## src/rtl/toggle_seq_ctrl.sv

```systemverilog
// toggle_seq_ctrl: steps an external T flip-flop bank as a modulo counter.
// Optional Gray-code stepping is enabled by defining TOGGLE_SEQ_GRAY_EN.
module toggle_seq_ctrl #(
  parameter int WIDTH = 4
) (
  input  logic             clk,
  input  logic             rst,
  input  logic             start,
  input  logic             stop,
  input  logic             dir,
  input  logic             one_shot,
`ifdef TOGGLE_SEQ_GRAY_EN
  input  logic             gray,
`endif
  input  logic [WIDTH-1:0] limit,
  input  logic [WIDTH-1:0] q_vec,
  output logic [WIDTH-1:0] t_vec,
  output logic             busy,
  output logic             wrap,
  output logic             done,
  output logic             range_err
);

  localparam logic [1:0] S_IDLE = 2'd0;
  localparam logic [1:0] S_RUN  = 2'd1;
  localparam logic [1:0] S_DONE = 2'd2;

  logic [1:0]       r_state;
  logic             r_err;
  logic             w_run;
  logic [WIDTH-1:0] w_tvec;
  logic             w_wrap;
  logic             w_oor;

`ifdef TOGGLE_SEQ_GRAY_EN
  localparam logic [WIDTH-1:0] C_MSB =
    {1'b1, {(WIDTH-1){1'b0}}};

  logic [WIDTH-1:0] w_low;
  logic [WIDTH-1:0] w_edge;
  logic             w_par;

  assign w_low  = q_vec & (~q_vec + WIDTH'(1));
  assign w_par  = ^q_vec;
  assign w_edge = dir ? '0 : C_MSB;
`endif

  assign w_run = (r_state == S_RUN);

  // Toggle vector: the step the bank takes at the next edge.
  // Gated by rst so the bank holds while reset is applied.
  always_comb begin
    w_tvec = '0;
    w_wrap = 1'b0;
    w_oor  = 1'b0;
    if (w_run && !rst) begin
`ifdef TOGGLE_SEQ_GRAY_EN
      if (gray) begin
        if (dir == w_par) begin
          w_tvec = WIDTH'(1);
        end else if (q_vec == w_edge) begin
          w_tvec = C_MSB;
          w_wrap = 1'b1;
        end else begin
          w_tvec = w_low << 1;
        end
      end else
`endif
      begin
        if (q_vec > limit) begin
          w_tvec = q_vec;
          w_oor  = 1'b1;
        end else if (!dir) begin
          if (q_vec == limit) begin
            w_tvec = q_vec;
            w_wrap = 1'b1;
          end else begin
            w_tvec = q_vec ^ (q_vec + WIDTH'(1));
          end
        end else begin
          if (q_vec == '0) begin
            w_tvec = limit;
            w_wrap = 1'b1;
          end else begin
            w_tvec = q_vec ^ (q_vec - WIDTH'(1));
          end
        end
      end
    end
  end

  // Control state and sticky out-of-range flag.
  always_ff @(posedge clk) begin
    if (rst) begin
      r_state <= S_IDLE;
      r_err   <= 1'b0;
    end else begin
      unique case (r_state)
        S_IDLE: begin
          if (start && !stop) begin
            r_state <= S_RUN;
            r_err   <= 1'b0;
          end
        end
        S_RUN: begin
          if (w_oor) r_err <= 1'b1;
          if (stop) begin
            r_state <= S_IDLE;
          end else if (w_wrap && one_shot) begin
            r_state <= S_DONE;
          end
        end
        S_DONE:  r_state <= S_IDLE;
        default: r_state <= S_IDLE;
      endcase
    end
  end

  assign t_vec     = w_tvec;
  assign wrap      = w_wrap;
  assign busy      = w_run;
  assign done      = (r_state == S_DONE);
  assign range_err = r_err | w_oor;

endmodule

```

## config.mk

```make
export PLATFORM = sky130hd
export DESIGN_NAME = toggle_seq_ctrl
export DESIGN_NICKNAME = d
export VERILOG_FILES = /design/src/rtl/toggle_seq_ctrl.sv
export SDC_FILE = /design/constraint.sdc
export NUM_CORES = 1
export LEC_CHECK = 0
export CORE_AREA = 10 10 49 51
export DETAILED_ROUTE_END_ITERATION = 6
export DIE_AREA = 0 0 59 61
export GPL_TIMING_DRIVEN = 0
export PLACE_DENSITY = 0.73
export SLEW_MARGIN = 20
export SYNTH_ARGS = -nofsm -noshare
export SYNTH_HDL_FRONTEND = slang
export SYNTH_SLANG_ARGS = --single-unit
```

## constraint.sdc

```tcl
create_clock -name clk -period 2.1 [get_ports clk]
set_clock_uncertainty 0.2 [all_clocks]
set_input_delay 0.315 -clock clk [delete_from_list [all_inputs] [get_ports clk]]
set_output_delay 0.315 -clock clk [all_outputs]
set_load 0.02 [all_outputs]
```

== Word-level counts from Yosys, hierarchy flattened ==
Cells that the tools add are included.
Storage, ports and cells
  memory bits (writable): 0
  ROM bits: 0
  memories: 0
  latch bits: 0
  bits in registers: 3
  word-level logic and storage cells: 43
Cells by class
  reductions and logical operators: 10
  shift-type cells: 0
  $add $sub $neg: 2
  order comparisons: 1
  mux-type cells: 19
  div/mod/pow operators: 0
  bitwise logic cells: 3
  multiply operators: 0
  equal/unequal tests: 6
Operators by type and width (count)
  $mux 4: 5
  $mux 1: 9
  $xor 4x4->4: 2
  $mux 2: 3
  $add 4x1->4 const B: 1
  $eq 4x4->1: 1
  $gt 4x4->1: 1
  $logic_not 4->1: 1
  $pmux 2 s2: 1
  $sub 4x1->4 const B: 1
  $logic_and 1x1->1: 3
  $ne 3x2->1 const B: 1
  $reduce_and 3->1: 1
  $eq 2x1->1 const B: 1
  $eq 2x2->1 const B: 1
  $logic_not 1->1: 2
  $logic_not 2->1: 1
  $ne 2x1->1 const B: 1
  $ne 2x2->1 const B: 1
  $pmux 1 s2: 1
  $reduce_and 2->1: 1
  $reduce_bool 2->1: 1
  $or 1x1->1: 1

== Longest topological paths before layout ==
  word-level depth: 9
  gate-level depth with buffers: 8
  gate-level depth less buffers: 7

== Worst setup path after synthesis ==
Ideal clock, no wire load.
  kind: input port to output port
  start: in limit[1]
  end: out t_vec[0]
  cell stages on the path: 7
  arrival: 1.724 ns
  path slack: -0.139 ns
  cell sequence: inv_1 > ha_1 > nor2b_1 > o211ai_2 > a21oi_2 > or4b_1 > o311a_1
Between the ends
  word-level cells in the longest chain between the ends: 5
  elaborated cells on any way between the ends: 6
  those cells by class: 1 x order compare; 1 x eq/ne; 4 x mux
RTL lines
  from (decl): line 15  | input logic [WIDTH-1:0] limit,
  $eq 4x4->1: line 74  | if (q_vec == limit) begin
  $mux 4: line 74
  $mux 4: line 73  | end else if (!dir) begin
  $mux 4 (*): line 70  | if (q_vec > limit) begin
  $mux 4 (*): line 56  | if (w_run && !rst) begin
  to (decl): line 17  | output logic [WIDTH-1:0] t_vec,
Mark *: on every way between the ends. The rest lies on a longest branch, timed or not.

== Worst setup path in the final report ==
  start: in q_vec[0]
  end: out t_vec[0]
Between the ends
  word-level cells in the longest chain between the ends: 6
  elaborated cells on any way between the ends: 12
  those cells by class: 2 x add/sub; 1 x order compare; 1 x eq/ne; 5 x mux; 2 x bitwise; 1 x reduce/logical
RTL lines
  from (decl): line 16  | input logic [WIDTH-1:0] q_vec,
  $add 4x1->4 or $sub 4x1->4 (tied branches): line 78, 85
  $xor 4x4->4, on equally long branches: line 78, 85
  $mux 4, on equally long branches: line 74, 81
  $mux 4: line 73
  $mux 4 (*): line 70
  $mux 4 (*): line 56
Marks and branches as above.

==> metrics <==
outcome=finished, violations left; violated checks=negative setup slack; mux contribution to synthesized area=0.0396; vias in the first global route=roughly 730; CTS Buf Count=3; Die X=59 um; top post-synthesis cells by area=ha_1 17%, dfxtp_1 12%, o311a_1 5.9%; synthesis-stage register bit count=3; CTS tree=yes; DR vias=686; drc violations=0; clock latency at the later pin of the worst-skew pair=between 200 and 250 ps; crit share post-route=1.14; Post-Synth Adder-Cell Area=0.173; Cell Area, Synth=~510 sq um; Post-Synth XOR/XNOR Area=0; mean post-synth cell area=7.78 sq um; placed inst area=about 800 sq um; global-route wire length before repair=3220 um; initial core utilization=0.344; Vert. Die Dim=61 um; library cells used by synthesis=30; CTS Sinks=3; dpl ws=-1410 ps; commonest non-fill, non-tap cell in the layout=buf_4; hpwl dp=1320 um; Synth Net Count=86; unrepaired setup endpoints after global routing=true; worst ir drop on vdd=0.000160 V; Setup WS post-layout=-304 ps; critical path class=in -> out; Hold WS=274 ps; worst min path class=reg -> reg; GPL Wtd Cong=0.724; simple-gate share of the synthesized area=0.317; Final Hold Vio Count=0; post-layout min period=2400 ps; setup TNS=-1010 ps; crit path launch type=primary input; die area=3600 sq um; global route overflow=0; Compound-Gate Fraction of Synth Area=0.265; ANT nets after route=0; pin count of the biggest net entering global routing=11; Worst-Margin Slew=a little under 400 ps; ant diodes=0; clock buffer depth=2; leakage power=0.481 nW; Slew HR=0.736; Req. time, crit path=1580 ps; Slew Viols, Final=0; CTS root buf=clkbuf_4; NumNets Final=125; Ports=22; H-tree level count=1; PwrDens=about 350 nW/um^2; max-cap violations=0; All-Layer GR Usage=0.115; CP Capture Type=output port; Routed Wire Length=approximately 2200 um; synth warn=0; Area growth syn-to-layout=122%; Synth area leader=ha_1; final non-filler cell total=around 120; Cells after Synth=65; Hold-fix buffers, CTS=0; Starting DRT DRC Count=13; fmax=416 MHz; total power=0.393 mW; post-route cell area=roughly 1100 sq um; fraction of layout cells with a size suffix above 1=0.660; core area=~1500 sq um; Rows=14; post-synth top area share=0.173; critical-path maximum fanout=4; count of input and output buffers=21; Seq/Total Area, Yosys=0.119; Placed Cells=102; critical path arrival=1890 ps; final setup vio count=5; routed len/inst=18.8 um; largest family of logic cells by synthesized area=simple AND/OR/NAND/NOR gates; drt via density=approximately 5.8; clk slew on worst S/H paths=40 ps; initial antenna violation count=0; final core utilization=0.762; most frequent cells in the layout=14 x buf_4, 13 x buf_6, 5 x ha_4, 5 x clkdlybuf4s50_1; first drt pass iteration count=4
-- layer usage --
metal	track usage	wire (um)	up-vias
li1	-	-	313
met5	0	0	-
met2	0.212	1150	36
met4	0.0754	122	0
met3	0.0418	196	14
met1	0.106	762	323
-- final timing paths --
check                                               end  depth (start not counted)  slack (ps)                     from
worst max-delay path                           t_vec[0]                          8        -300                 q_vec[0]
worst min-delay path                 r_err$_SDFFE_PP0P_                          2         270       r_err$_SDFFE_PP0P_
worst max register to register  r_state[1]$_SDFFE_PP0P_                          4         520  r_state[0]$_SDFFE_PP0P_
worst min register to register       r_err$_SDFFE_PP0P_                          2         270       r_err$_SDFFE_PP0P_
-- critical path, cell delays in order --
cell and delay (ps):
buf_12 110, inv_8 60, ha_4 130, or3b_1 360
buf_6 140, or4b_4 510, o311a_4 140, buf_6 130
-- synth_stat cells (all sizes together) --
cell / number
or4b: 1
a311o: 1
nor4b: 2
nand2b: 3
dfxtp: 3
inv: 6
o221a: 1
or2b: 1
ha: 7
or2: 1
a211oi: 1
nor2: 6
a21o: 1
buf: 3
o211ai: 1
and2: 1
a31oi: 1
a21oi: 4
nor3: 2
a311oi: 1
and4: 1
nand2: 4
o311a: 3
mux2i: 2
nand3b: 1
nor2b: 3
or3b: 1
o21ai: 3
-- report_power, final --
| group | internal [mW] | switching [mW] | total, mW |
|---|---|---|---|
| registers | 0.0594 | 0.00112 | 0.0605 |
| logic | 0.121 | 0.109 | 0.230 |
| clock network | 0.0713 | 0.0312 | 0.103 |
| total | 0.252 | 0.141 | 0.393 |
-- logic make-up (layout without fill, tap and decap cells) --
logic type,after synthesis,count (layout)
flip-flops,3,3
adder cells (fa/ha/maj),7,7
AO/OA/AOI/OAI,17,17
multiplexers,2,2
buffers and inverters,9,47
AND/OR/NAND/NOR,27,27
-- sequential cells by signal, indices dropped and copies added (netlist names) --
name / cells
r_err: 1
r_state: 2
-- timing repair --
| item | 4_1_cts | 5_1_grt |
|---|---|---|
| pin swaps | 14 | 7 |
| setup endpoints to repair | 8 | 6 |
| setup buffers | 10 | 4 |
| resized for setup | 104 | 31 |
| hold endpoints to repair | 0 | 0 |
-- final cells by class --
class                      instances  area (sq um)
sequential                         3          60.1
clock buffer                       4          26.3
multi-input combinational         53           594
timing repair buffer              35           345
tap                               16          20.0
buffer                             2          22.5
fill                             107           350
inverter                           6          52.6
No activity file was read; power rests on OpenSTA's default activity.
